==> src/rtl/ddr_burst_arbiter.sv <==
// rtl/ddr_burst_arbiter.sv - fixed-priority DDRAM burst arbiter for two readers and one writer
module ddr_burst_arbiter #(
  parameter int ADDR_W  = 32,
  parameter int DATA_W  = 64,
  parameter int BURST_W = 8
) (
  input  logic                  clock,
  input  logic                  reset,
  input  logic                  r0_rd,
  input  logic [ADDR_W-1:0]     r0_addr,
  input  logic [BURST_W-1:0]    r0_burst,
  output logic                  r0_wait,
  output logic                  r0_valid,
  input  logic                  r1_rd,
  input  logic [ADDR_W-1:0]     r1_addr,
  input  logic [BURST_W-1:0]    r1_burst,
  output logic                  r1_wait,
  output logic                  r1_valid,
  input  logic                  w_wr,
  input  logic [ADDR_W-1:0]     w_addr,
  input  logic [DATA_W-1:0]     w_din,
  input  logic [DATA_W/8-1:0]   w_mask,
  output logic                  w_wait,
  output logic [DATA_W-1:0]     rd_data,
  output logic                  ddr_rd,
  output logic                  ddr_wr,
  output logic [ADDR_W-1:0]     ddr_addr,
  output logic [BURST_W-1:0]    ddr_burst,
  output logic [DATA_W-1:0]     ddr_din,
  output logic [DATA_W/8-1:0]   ddr_mask,
  input  logic                  ddr_wait,
  input  logic                  ddr_valid,
  input  logic [DATA_W-1:0]     ddr_dout
);
  // Counter is one bit wider than the burst field so a full-size burst never wraps.
  localparam int CNT_W = BURST_W + 1;

  typedef enum logic [2:0] {IDLE, RCMD, RDATA, WCMD, DRAIN} state_t;

  state_t           state;
  state_t           state_next;
  logic [CNT_W-1:0] cnt;
  logic [CNT_W-1:0] cnt_next;
  logic             owner_r1;
  logic             gap;
  logic             grant_ok;
  logic             beat;

  // A zero burst request still moves one beat.
  function automatic logic [BURST_W-1:0] burst_nz(input logic [BURST_W-1:0] b);
    return (b == '0) ? BURST_W'(1) : b;
  endfunction

  assign rd_data = ddr_dout;

  // Grants happen only in IDLE, outside reset, and never in the turnaround cycle after a transaction.
  assign grant_ok = (state == IDLE) && !reset && !gap;

  // A read beat is consumed only while beats are still owed.
  assign beat = ddr_valid && (cnt != '0);

  // Next-state, beat counting, client waits and read-valid steering.
  always_comb begin
    state_next = state;
    cnt_next   = cnt;
    r0_wait    = 1'b1;
    r1_wait    = 1'b1;
    w_wait     = 1'b1;
    r0_valid   = 1'b0;
    r1_valid   = 1'b0;
    case (state)
      IDLE: begin
        cnt_next = '0;
        if (grant_ok) begin
          if (r0_rd) begin
            r0_wait    = 1'b0;
            state_next = RCMD;
            cnt_next   = {1'b0, burst_nz(r0_burst)};
          end else if (w_wr) begin
            w_wait     = 1'b0;
            state_next = WCMD;
          end else if (r1_rd) begin
            r1_wait    = 1'b0;
            state_next = RCMD;
            cnt_next   = {1'b0, burst_nz(r1_burst)};
          end
        end
      end
      RCMD, RDATA: begin
        if (beat) begin
          cnt_next = cnt - CNT_W'(1);
          r0_valid = !reset && !owner_r1;
          r1_valid = !reset && owner_r1;
        end
        if (state == RDATA || !ddr_wait) begin
          // Command is on the bus: beats are owed, so reset must drain them.
          if (cnt_next == '0) begin
            state_next = IDLE;
          end else if (reset) begin
            state_next = DRAIN;
          end else begin
            state_next = RDATA;
          end
        end else if (reset) begin
          // Never accepted by the DDR: safe to abandon.
          state_next = IDLE;
          cnt_next   = '0;
        end
      end
      WCMD: begin
        if (!ddr_wait || reset) begin
          state_next = IDLE;
        end
      end
      DRAIN: begin
        if (beat) begin
          cnt_next = cnt - CNT_W'(1);
        end
        if (cnt_next == '0) begin
          state_next = IDLE;
        end
      end
      default: begin
        state_next = IDLE;
        cnt_next   = '0;
      end
    endcase
  end

  // State and beat counter; reset behaviour is resolved in the next-state logic so drains survive it.
  always_ff @(posedge clock) begin
    state <= state_next;
    cnt   <= cnt_next;
  end

  // Registered DDR command, captured request fields, owner and turnaround flag.
  always_ff @(posedge clock) begin
    if (reset) begin
      ddr_rd    <= 1'b0;
      ddr_wr    <= 1'b0;
      gap       <= 1'b0;
      owner_r1  <= 1'b0;
      ddr_addr  <= '0;
      ddr_burst <= '0;
      ddr_din   <= '0;
      ddr_mask  <= '0;
    end else begin
      ddr_rd <= (state_next == RCMD);
      ddr_wr <= (state_next == WCMD);
      gap    <= (state != IDLE) && (state_next == IDLE);
      if (!r0_wait) begin
        ddr_addr  <= r0_addr;
        ddr_burst <= burst_nz(r0_burst);
        owner_r1  <= 1'b0;
      end else if (!w_wait) begin
        ddr_addr  <= w_addr;
        ddr_burst <= BURST_W'(1);
        ddr_din   <= w_din;
        ddr_mask  <= w_mask;
      end else if (!r1_wait) begin
        ddr_addr  <= r1_addr;
        ddr_burst <= burst_nz(r1_burst);
        owner_r1  <= 1'b1;
      end
    end
  end

endmodule

==> config.mk <==
export PLATFORM = sky130hd
export DESIGN_NAME = ddr_burst_arbiter
export DESIGN_NICKNAME = d
export VERILOG_FILES = /design/src/rtl/ddr_burst_arbiter.sv
export SDC_FILE = /design/constraint.sdc
export NUM_CORES = 1
export LEC_CHECK = 0
export CORE_AREA = 2 2 170 172
export CTS_CLUSTER_SIZE = 14
export DETAILED_ROUTE_END_ITERATION = 7
export DIE_AREA = 0 0 172 174
export GPL_TIMING_DRIVEN = 0
export PLACE_DENSITY_LB_ADDON = 0.08
export RECOVER_POWER = 100
export REMOVE_ABC_BUFFERS = 1
export SYNTH_ARGS = -nofsm -noshare
export SYNTH_HDL_FRONTEND = slang
export SYNTH_SLANG_ARGS = --single-unit
==> constraint.sdc <==
create_clock -name clock -period 8.15 [get_ports clock]
set_input_delay 1.63 -clock clock [delete_from_list [all_inputs] [get_ports clock]]
set_output_delay 1.63 -clock clock [all_outputs]
set_load 0.005 [all_outputs]
==> results.yml, run 1 <==
finish:
  drive_gt1_share_pct: 4.79
  n_antenna_cell: 0
  syn2layout_area_growth_pct: 59.0
  fin_util_pct: 33.9
  nFillCells: 3062
  design_area_sq_mm: 0.00957
  num-nets-final: 1265
logic_synthesis:
  synth.largest_area_cell: "dfxtp_1"
  ys_ff_latch: 128
  synth_top_area_share_pct: 39.6
  ys_types: 55
  yosys-top-cells-count: "254 x nand2_1, 125 x a21oi_1, 119 x dfxtp_1, 64 x buf_4, 50 x clkbuf_1"
  syn-cell-area_sq_mm: 0.00602
  ys_seq_area_share_pct: 44.1
  synth_area_leaders: "dfxtp_1 40%, nand2_1 16%, a21oi_1 10%"
  yosys_warnings: 0
  yosysMostFrequentCell: "nand2_1"
  synth_enable_flop_cells: 9
  synthFlopType: "dfxtp_1"
  avgSynthCellArea_sq_um: 7.57
  syn_inst: 795
  ys_async_sr_fraction_pct: 0
critical_path:
  ff2ff_setup_slack_ns: 3.09
  cp.required_ns: 8.49
  critical_path_arrival_ns: 7.03
  cp-end-kind: "flop"
  critPathKind: "primary input to flop"
  ff2ff_path_depth: 8
  crit_path_max_fanout: 78
  r2r-start: "state[0]$_DFF_P_"
  critPathLaunchType: "primary input"
  regToRegEndpoint: "ddr_addr[13]$_SDFFE_PP0P_"
placed_design:
  postPlaceCellArea_sq_mm: 0.00906
  post-dp-hpwl_um: 20700
  dp_worst_setup_slack_ns: 1.58
  portBuffers: 309
  gp_congestion: 0.719
global_routing:
  track_usage_pct: 18.7
  grt_overflow_total: 0
  grt_pass1_vias: 6101
  antenna_found_initial: 2
  grt_pass1_wl_um: 41100
  grt_max_degree: 79
clock_network:
  clock_path_buffers: 2
  root_buffer: "clkbuf_16"
  cts.repair.resized: 0
  clk_latency_ns: 0.42
  cts_setup_buffers: 0
  hold_buffers: 0
  htreeDepth: 4
  cts_buffers: 17
  cts.sinks: 128
  cts_tree: "done"
  clkTransAtPathRegs_ns: 0.06
drt:
  vias_per_cell: 4.49
  ant_nets: 0
  drc: 0
  dr_total_vias: 6312
  wl_per_cell_um: 20.3
  drt_wl_total_um: 28500
  first_iter_violations: 315
  dr.pass1.iters: 4
sta:
  maxClockFrequency_ghz: 0.149
  slew_viol_final: 79
  worst_pin_slew_ns: 3.81
  hold_viol: 0
  min_period_ns: 6.69
  finalSetupViolCount: 0
  period_share_pct: 82.1
  rsz0062_at_grt: "no"
  setup_ws_ns: 1.46
  relSlewSlack_pct: -154
  fin_skew_ns: 0.0140
die:
  dieArea_sq_mm: 0.0299
  fp.dieH_um: 174
  io_pins: 438
  core_region_area_sq_mm: 0.0282
  chipWidth_um: 172
  rows: 62
  start_util_pct: 21.3
min_path:
  min_path_type: "flop to flop"
  whs_endpoint: "ddr_addr[18]$_SDFFE_PP0P_"
  hold_start: "ddr_addr[18]$_SDFFE_PP0P_"
  min_path_cells: 2
outcome:
  status: "finished, violations left"
  violations: "capacitance limit, slew limit"
power_and_ir_drop:
  power.density_mw_per_mm2: 245
  vdd_drop_max_mv: 0.104
  power.leakage_nw: 3.70
job:
  max_cap_viol_count: 1
[how the worst max path moves through the flow]
stage	startpoint	end	slack [ns]	cells past startpoint
CTS	reset	r0_wait	1.58	7
global route	reset	ddr_addr[13]$_SDFFE_PP0P_	0.93	10
global placement	reset	w_wait	-6.71	5
detailed placement	reset	r0_wait	1.58	7
finish	reset	ddr_addr[13]$_SDFFE_PP0P_	1.46	10
floorplan	reset	w_wait	1.76	3
[area by class of cell]
class	count	area (sq um)	area share (%)
timing repair buffer	315	3180	33.2
tap	384	480	5.02
sequential	128	2650	27.7
inverter	9	36.3	0.379
clock inverter	14	166	1.74
clock buffer	18	429	4.49
multi-input combinational	538	2630	27.4
[routing by layer]
layer	global-route usage, %	share of wire (%)	routed length (um)
met1	21.7	41	11700
met2	26.4	42	11900
met3	14.9	16	4470
met4	3.47	0.75	214
met5	7.69	1.2	331
[report_power, final]
part / internal, mW / total (mW) / switching, mW
logic: 0.350 / 0.747 / 0.397
registers: 0.733 / 0.797 / 0.0636
clock network: 0.463 / 0.801 / 0.338
total: 1.55 / 2.34 / 0.799
[through the flow]
stage	total power [mW]	std cells	hold slack [ns]	setup TNS, ns
finish	2.34	1406	0.449	0
global route	2.50	1406	0.465	0
floorplan	1.19	675	0.447	0
CTS	2.46	1406	0.456	0
global placement	1.62	1368	0.441	-570.47
detailed placement	1.64	1374	0.447	0
[worst max-delay path: stages]
cell and delay, ns:
buf_4 0.51, buf_16 0.34, nor2_1 0.11, and4_4 0.42, inv_4 0.42, clkbuf_1 2.69
nand2_1 0.24, nand3_1 0.21, o211ai_1 0.10, a21oi_1 0.16
[cells by family after synthesis]
logic type / Yosys count / share of synthesized area [%]
buffers and inverters: 129 / 12.1
flip-flops: 128 / 44.1
multiplexers: 3 / 0.582
AO/OA/AOI/OAI: 192 / 18.5
XOR/XNOR: 2 / 0.291
adder cells (fa/ha/maj): 1 / 0.208
AND/OR/NAND/NOR: 340 / 24.3
[flip-flops by register name, indices dropped and copies added, names as in the netlist]
register / cells
ddr_din: 64
ddr_addr: 32
cnt: 9
ddr_burst: 8
ddr_mask: 8
state: 3
ddr_rd: 1
ddr_wr: 1
gap: 1
owner_r1: 1
[cell usage in the layout, fill, tap and decap left out, types with 5 or more instances in the layout]
| cell | netlist | routed |
|---|---|---|
| clkdlybuf4s50_1 | 0 | 188 |
| nand3_1 | 32 | 32 |
| dfxtp_1 | 119 | 119 |
| inv_1 | 7 | 7 |
| nor2_1 | 15 | 15 |
| o211ai_1 | 32 | 32 |
| clkbuf_16 | 0 | 17 |
| dlygate4sd3_1 | 0 | 120 |
| a21oi_1 | 125 | 125 |
| inv_6 | 0 | 5 |
| nand2_1 | 254 | 254 |
| edfxtp_1 | 9 | 9 |
| o21ai_0 | 12 | 12 |
| nor3_1 | 6 | 6 |
| nor2b_1 | 5 | 5 |
| a22oi_1 | 8 | 8 |
No activity file was read; power rests on OpenSTA's default activity.
==> run 2: changes to the inputs <==
- clock period: 8.15 -> 6.4 ns (I/O delays scaled with it)
==> run 2 against run 1 <==
  * The run still ends with capacitance limit, slew limit left
  * First-iteration DRC count up 0.32%
  * Worst hold slack unchanged
  * Power up 27%
  * Sequential share of layout area about the same
==> results.yml, run 2 (synthesis results as in run 1) <==
sta:
  worst_pin_slew_ns: 1.78
  timing.setup.tns_ns: 0
  setup_ws_ns: 0.540
  relSlewSlack_pct: -18.9
  maxClockFrequency_ghz: 0.171
  min_period_ns: 5.86
  hold_viol: 0
  slew_viol_final: 79
  period_share_pct: 91.6
  finalSetupViolCount: 0
  rsz0062_at_grt: "no"
  fin_skew_ns: 0.0140
critical_path:
  critPathKind: "primary input to primary output"
  crit_start: "reset"
  crit_path_max_fanout: 67
  cp-end-kind: "primary output"
  critPathLaunchType: "primary input"
  cp.required_ns: 5.12
  r2r-start: "state[0]$_DFF_P_"
  critical_path_arrival_ns: 4.58
drt:
  wl_per_cell_um: 20.3
  ant_nets: 0
  dr.pass1.iters: 4
  drt_wl_total_um: 28500
  vias_per_cell: 4.49
  drc: 0
  dr_total_vias: 6312
  first_iter_violations: 316
outcome:
  violations: "capacitance limit, slew limit"
  status: "finished, violations left"
finish:
  final_common_cell: "nand2_1"
  final_cell_mix: "254 x nand2_1, 189 x clkdlybuf4s50_1, 125 x a21oi_1"
  final_cells: 1406
  n_antenna_cell: 0
  top_regs: "ddr_din x64, ddr_addr x32, cnt x9"
  drive_gt1_share_pct: 4.89
  fin_util_pct: 33.9
  syn2layout_area_growth_pct: 59.0
  top_register: "ddr_din"
  largest_reg_flops: 64
  num-nets-final: 1265
  design_area_sq_mm: 0.00957
global_routing:
  grt_overflow_total: 0
  antenna_found_initial: 2
  grt_pass1_wl_um: 41100
  track_usage_pct: 18.7
  grt_pass1_vias: 6101
  grt_max_degree: 79
placed_design:
  dp_worst_setup_slack_ns: 0.530
  portBuffers: 309
  postPlaceCellArea_sq_mm: 0.00906
  post-dp-hpwl_um: 20700
  dp.cells: 1374
  gp_congestion: 0.719
min_path:
  hold_start: "ddr_addr[18]$_SDFFE_PP0P_"
  min_path_type: "flop to flop"
clock_network:
  cts.sinks: 128
  clkTransAtPathRegs_ns: 0.06
  clk_latency_ns: 0.42
  cts.repair.resized: 0
  htreeDepth: 4
  cts_setup_buffers: 0
  clock_path_buffers: 2
  hold_buffers: 0
  cts_tree: "done"
  cts_buffers: 17
  root_buffer: "clkbuf_16"
die:
  start_util_pct: 21.3
  core_region_area_sq_mm: 0.0282
  dieArea_sq_mm: 0.0299
  chipWidth_um: 172
  fp.dieH_um: 174
  rows: 62
  io_pins: 438
power_and_ir_drop:
  vdd_drop_max_mv: 0.132
  power.leakage_nw: 3.70
  power.density_mw_per_mm2: 312
job:
  max_cap_viol_count: 1
-- run 2: cell types whose count changed in the layout (fill, tap and decap cells not counted), sizes merged --
cell	before	now
clkdlybuf4s50	188	189
dlygate4sd3	120	119
-- run 2: path summary, 6_finish.rpt --
check	to	slack [ns]	cells after the start
hold reg to reg	ddr_addr[18]$_SDFFE_PP0P_	0.45	2
setup / recovery	r0_wait	0.54	7
hold / removal	ddr_addr[18]$_SDFFE_PP0P_	0.45	2
setup reg to reg	ddr_addr[13]$_SDFFE_PP0P_	2.73	8
-- run 2: layer usage --
metal / wire (um) / vias to the layer above / track usage (%)
li1: - / 3049 / -
met1: 11700 / 2880 / 21.7
met2: 11900 / 343 / 26.4
met3: 4470 / 28 / 14.9
met4: 214 / 12 / 3.47
met5: 331 / - / 7.69
-- run 2: final cells by class --
| cell class | count | area, sq um |
|---|---|---|
| timing repair buffer | 315 | 3180 |
| fill | 3061 | 18700 |
| clock inverter | 14 | 166 |
| tap | 384 | 480 |
| sequential | 128 | 2650 |
| clock buffer | 18 | 429 |
| multi-input combinational | 538 | 2630 |
| inverter | 9 | 36.3 |
-- run 2: power breakdown --
group | switching [mW] | total (mW) | internal, mW
sequential | 0.0810 | 1.01 | 0.933
clock | 0.431 | 1.02 | 0.589
combinational | 0.506 | 0.951 | 0.445
-- run 2: critical path, cell delays in order --
cell and delay, ns:
buf_4 0.51, buf_16 0.34, or2_2 0.23, nor3_1 0.10
and2_0 0.34, inv_2 0.96, clkdlybuf4s50_1 0.68
-- run 2: per-stage QoR --
stage	total power [mW]	hold slack (ns)
after floorplan	1.51	0.447
after global placement	2.06	0.441
after detailed placement	2.08	0.447
after CTS	3.13	0.456
after global routing	3.18	0.465
final	2.98	0.449
==> run 3: changes to the inputs <==
- CTS_BUF_LIST: not set -> sky130_fd_sc_hd__clkbuf_16
==> run 3 against run 2 <==
  * The flow still finishes with violations (capacitance limit, slew limit)
  * Flip-flop and latch count unchanged
  * Core utilization unchanged
  * Fmax decreased by 0.18%
==> results.yml, run 3 (synthesis results as in run 1) <==
outcome:
  status: "finished, violations left"
  violations: "capacitance limit, slew limit"
critical_path:
  cp-end-kind: "primary output"
  critical_path.slowest_cell: "inv_2"
  critPathKind: "primary input to primary output"
  crit_path_max_fanout: 67
  critPathLaunchType: "primary input"
  crit_family: "buffers and inverters"
  cp.required_ns: 5.12
  critical_path_arrival_ns: 4.59
  critical_path.max_stage_delay_ns: 0.96
  path_cells: "buf_4 > buf_16 > or2_2 > nor3_1 > and2_0 > inv_2 > clkdlybuf4s50_1"
  crit_buf_inv: 4
power_and_ir_drop:
  clockPowerShare_pct: 34.1
  vdd_drop_max_mv: 0.132
  power.density_mw_per_mm2: 312
  power.leakage_nw: 3.70
  p_int_mw: 1.97
  combPwrFrac_pct: 31.9
  power_frac_seq_pct: 34.0
  switching_share_pct: 34.1
  netSwitchingPower_mw: 1.02
finish:
  largest_reg_flops: 64
  multiInputGateArea_sq_mm: 0.00263
  top_register: "ddr_din"
  design_area_sq_mm: 0.00957
  final_common_cell: "nand2_1"
  fin_util_pct: 33.9
  nFillCells: 3061
  ff_latch_area_sq_mm: 0.00265
  final_cell_mix: "254 x nand2_1, 189 x clkdlybuf4s50_1, 125 x a21oi_1"
  final_cells: 1406
  num-nets-final: 1265
  n_antenna_cell: 0
  top_regs: "ddr_din x64, ddr_addr x32, cnt x9"
  drive_gt1_share_pct: 4.89
  syn2layout_area_growth_pct: 59.0
clock_network:
  clkTransAtPathRegs_ns: 0.06
  cts.sinks: 128
  clock_path_buffers: 2
  hold_buffers: 0
  cts_buffers: 17
  cts_tree: "done"
  clk_latency_ns: 0.42
  root_buffer: "clkbuf_16"
  cts.repair.resized: 0
  cts_setup_buffers: 0
  htreeDepth: 4
sta:
  relSlewSlack_pct: -19.0
  period_share_pct: 91.7
  rsz0062_at_grt: "no"
  slew_viol_final: 79
  finalSetupViolCount: 0
  maxClockFrequency_ghz: 0.170
  hold_viol: 0
  holdWs_ns: 0.449
  min_period_ns: 5.87
  worst_pin_slew_ns: 1.79
  fin_skew_ns: 0.0140
drt:
  ant_nets: 0
  dr.pass1.iters: 4
  wl_per_cell_um: 20.3
  dr_total_vias: 6320
  first_iter_violations: 319
  drt_wl_total_um: 28600
  vias_per_cell: 4.50
  drc: 0
global_routing:
  antenna_found_initial: 2
  grt_pass1_vias: 6101
  grt_overflow_total: 0
  track_usage_pct: 18.7
  grt_pass1_wl_um: 41100
  grt_max_degree: 79
min_path:
  min_path_type: "flop to flop"
placed_design:
  gp_congestion: 0.719
  dp.cells: 1374
  post-dp-hpwl_um: 20700
  portBuffers: 309
  postPlaceCellArea_sq_mm: 0.00906
job:
  max_cap_viol_count: 1
die:
  dieArea_sq_mm: 0.0299
  chipWidth_um: 172
  start_util_pct: 21.3
  rows: 62
  io_pins: 438
  fp.dieH_um: 174
  core_region_area_sq_mm: 0.0282
==> run 3: cell type report <==
class / count / area share [%]
inverters: 9 / 0.379
well taps: 384 / 5.02
repair buffers: 315 / 33.2
clock buffers: 17 / 4.45
clock inverters: 15 / 1.78
flip-flops and latches: 128 / 27.7
multi-input cells: 538 / 27.4
==> run 3: final timing paths <==
check                                                  to                 startpoint  depth (start not counted)  slack [ns]
worst max register to register  ddr_addr[13]$_SDFFE_PP0P_           state[0]$_DFF_P_                          8        2.73
worst min register to register  ddr_addr[18]$_SDFFE_PP0P_  ddr_addr[18]$_SDFFE_PP0P_                          2        0.45
worst min-delay path            ddr_addr[18]$_SDFFE_PP0P_  ddr_addr[18]$_SDFFE_PP0P_                          2        0.45
worst max-delay path                              r0_wait                      reset                          7        0.53
==> run 3: per-layer routing <==
metal  up-vias  GRT usage [%]  wire, um
met5         -           7.69       331
met4        12           3.47       214
met3        28           14.9      4520
met2       347           26.4     11800
met1      2882           21.7     11700
li1       3051              -         -
==> run 3: metrics by stage <==
step | total power [mW] | setup slack [ns] | TNS (ns)
after CTS | 3.13 | 0.534 | 0
after detailed placement | 2.08 | 0.530 | 0
after global placement | 2.06 | -7.76 | -748.17
after global routing | 3.18 | 0.263 | 0
after floorplan | 1.51 | 0.711 | 0
final | 2.98 | 0.529 | 0
==> run 3: power by group through the flow <==
stage	logic [mW]	registers, mW	clock network, mW
floorplan	0.479	1.03	0
global placement	1.02	1.04	0
detailed placement	1.05	1.04	0
CTS	1.05	1.02	1.06
global route	1.06	1.04	1.09
finish	0.951	1.01	1.02
==> run 3: worst min-delay path, stage by stage (launching register included) <==
cell and delay (ns):
dfxtp_1 0.30, nand2_1 0.05, a21oi_1 0.05
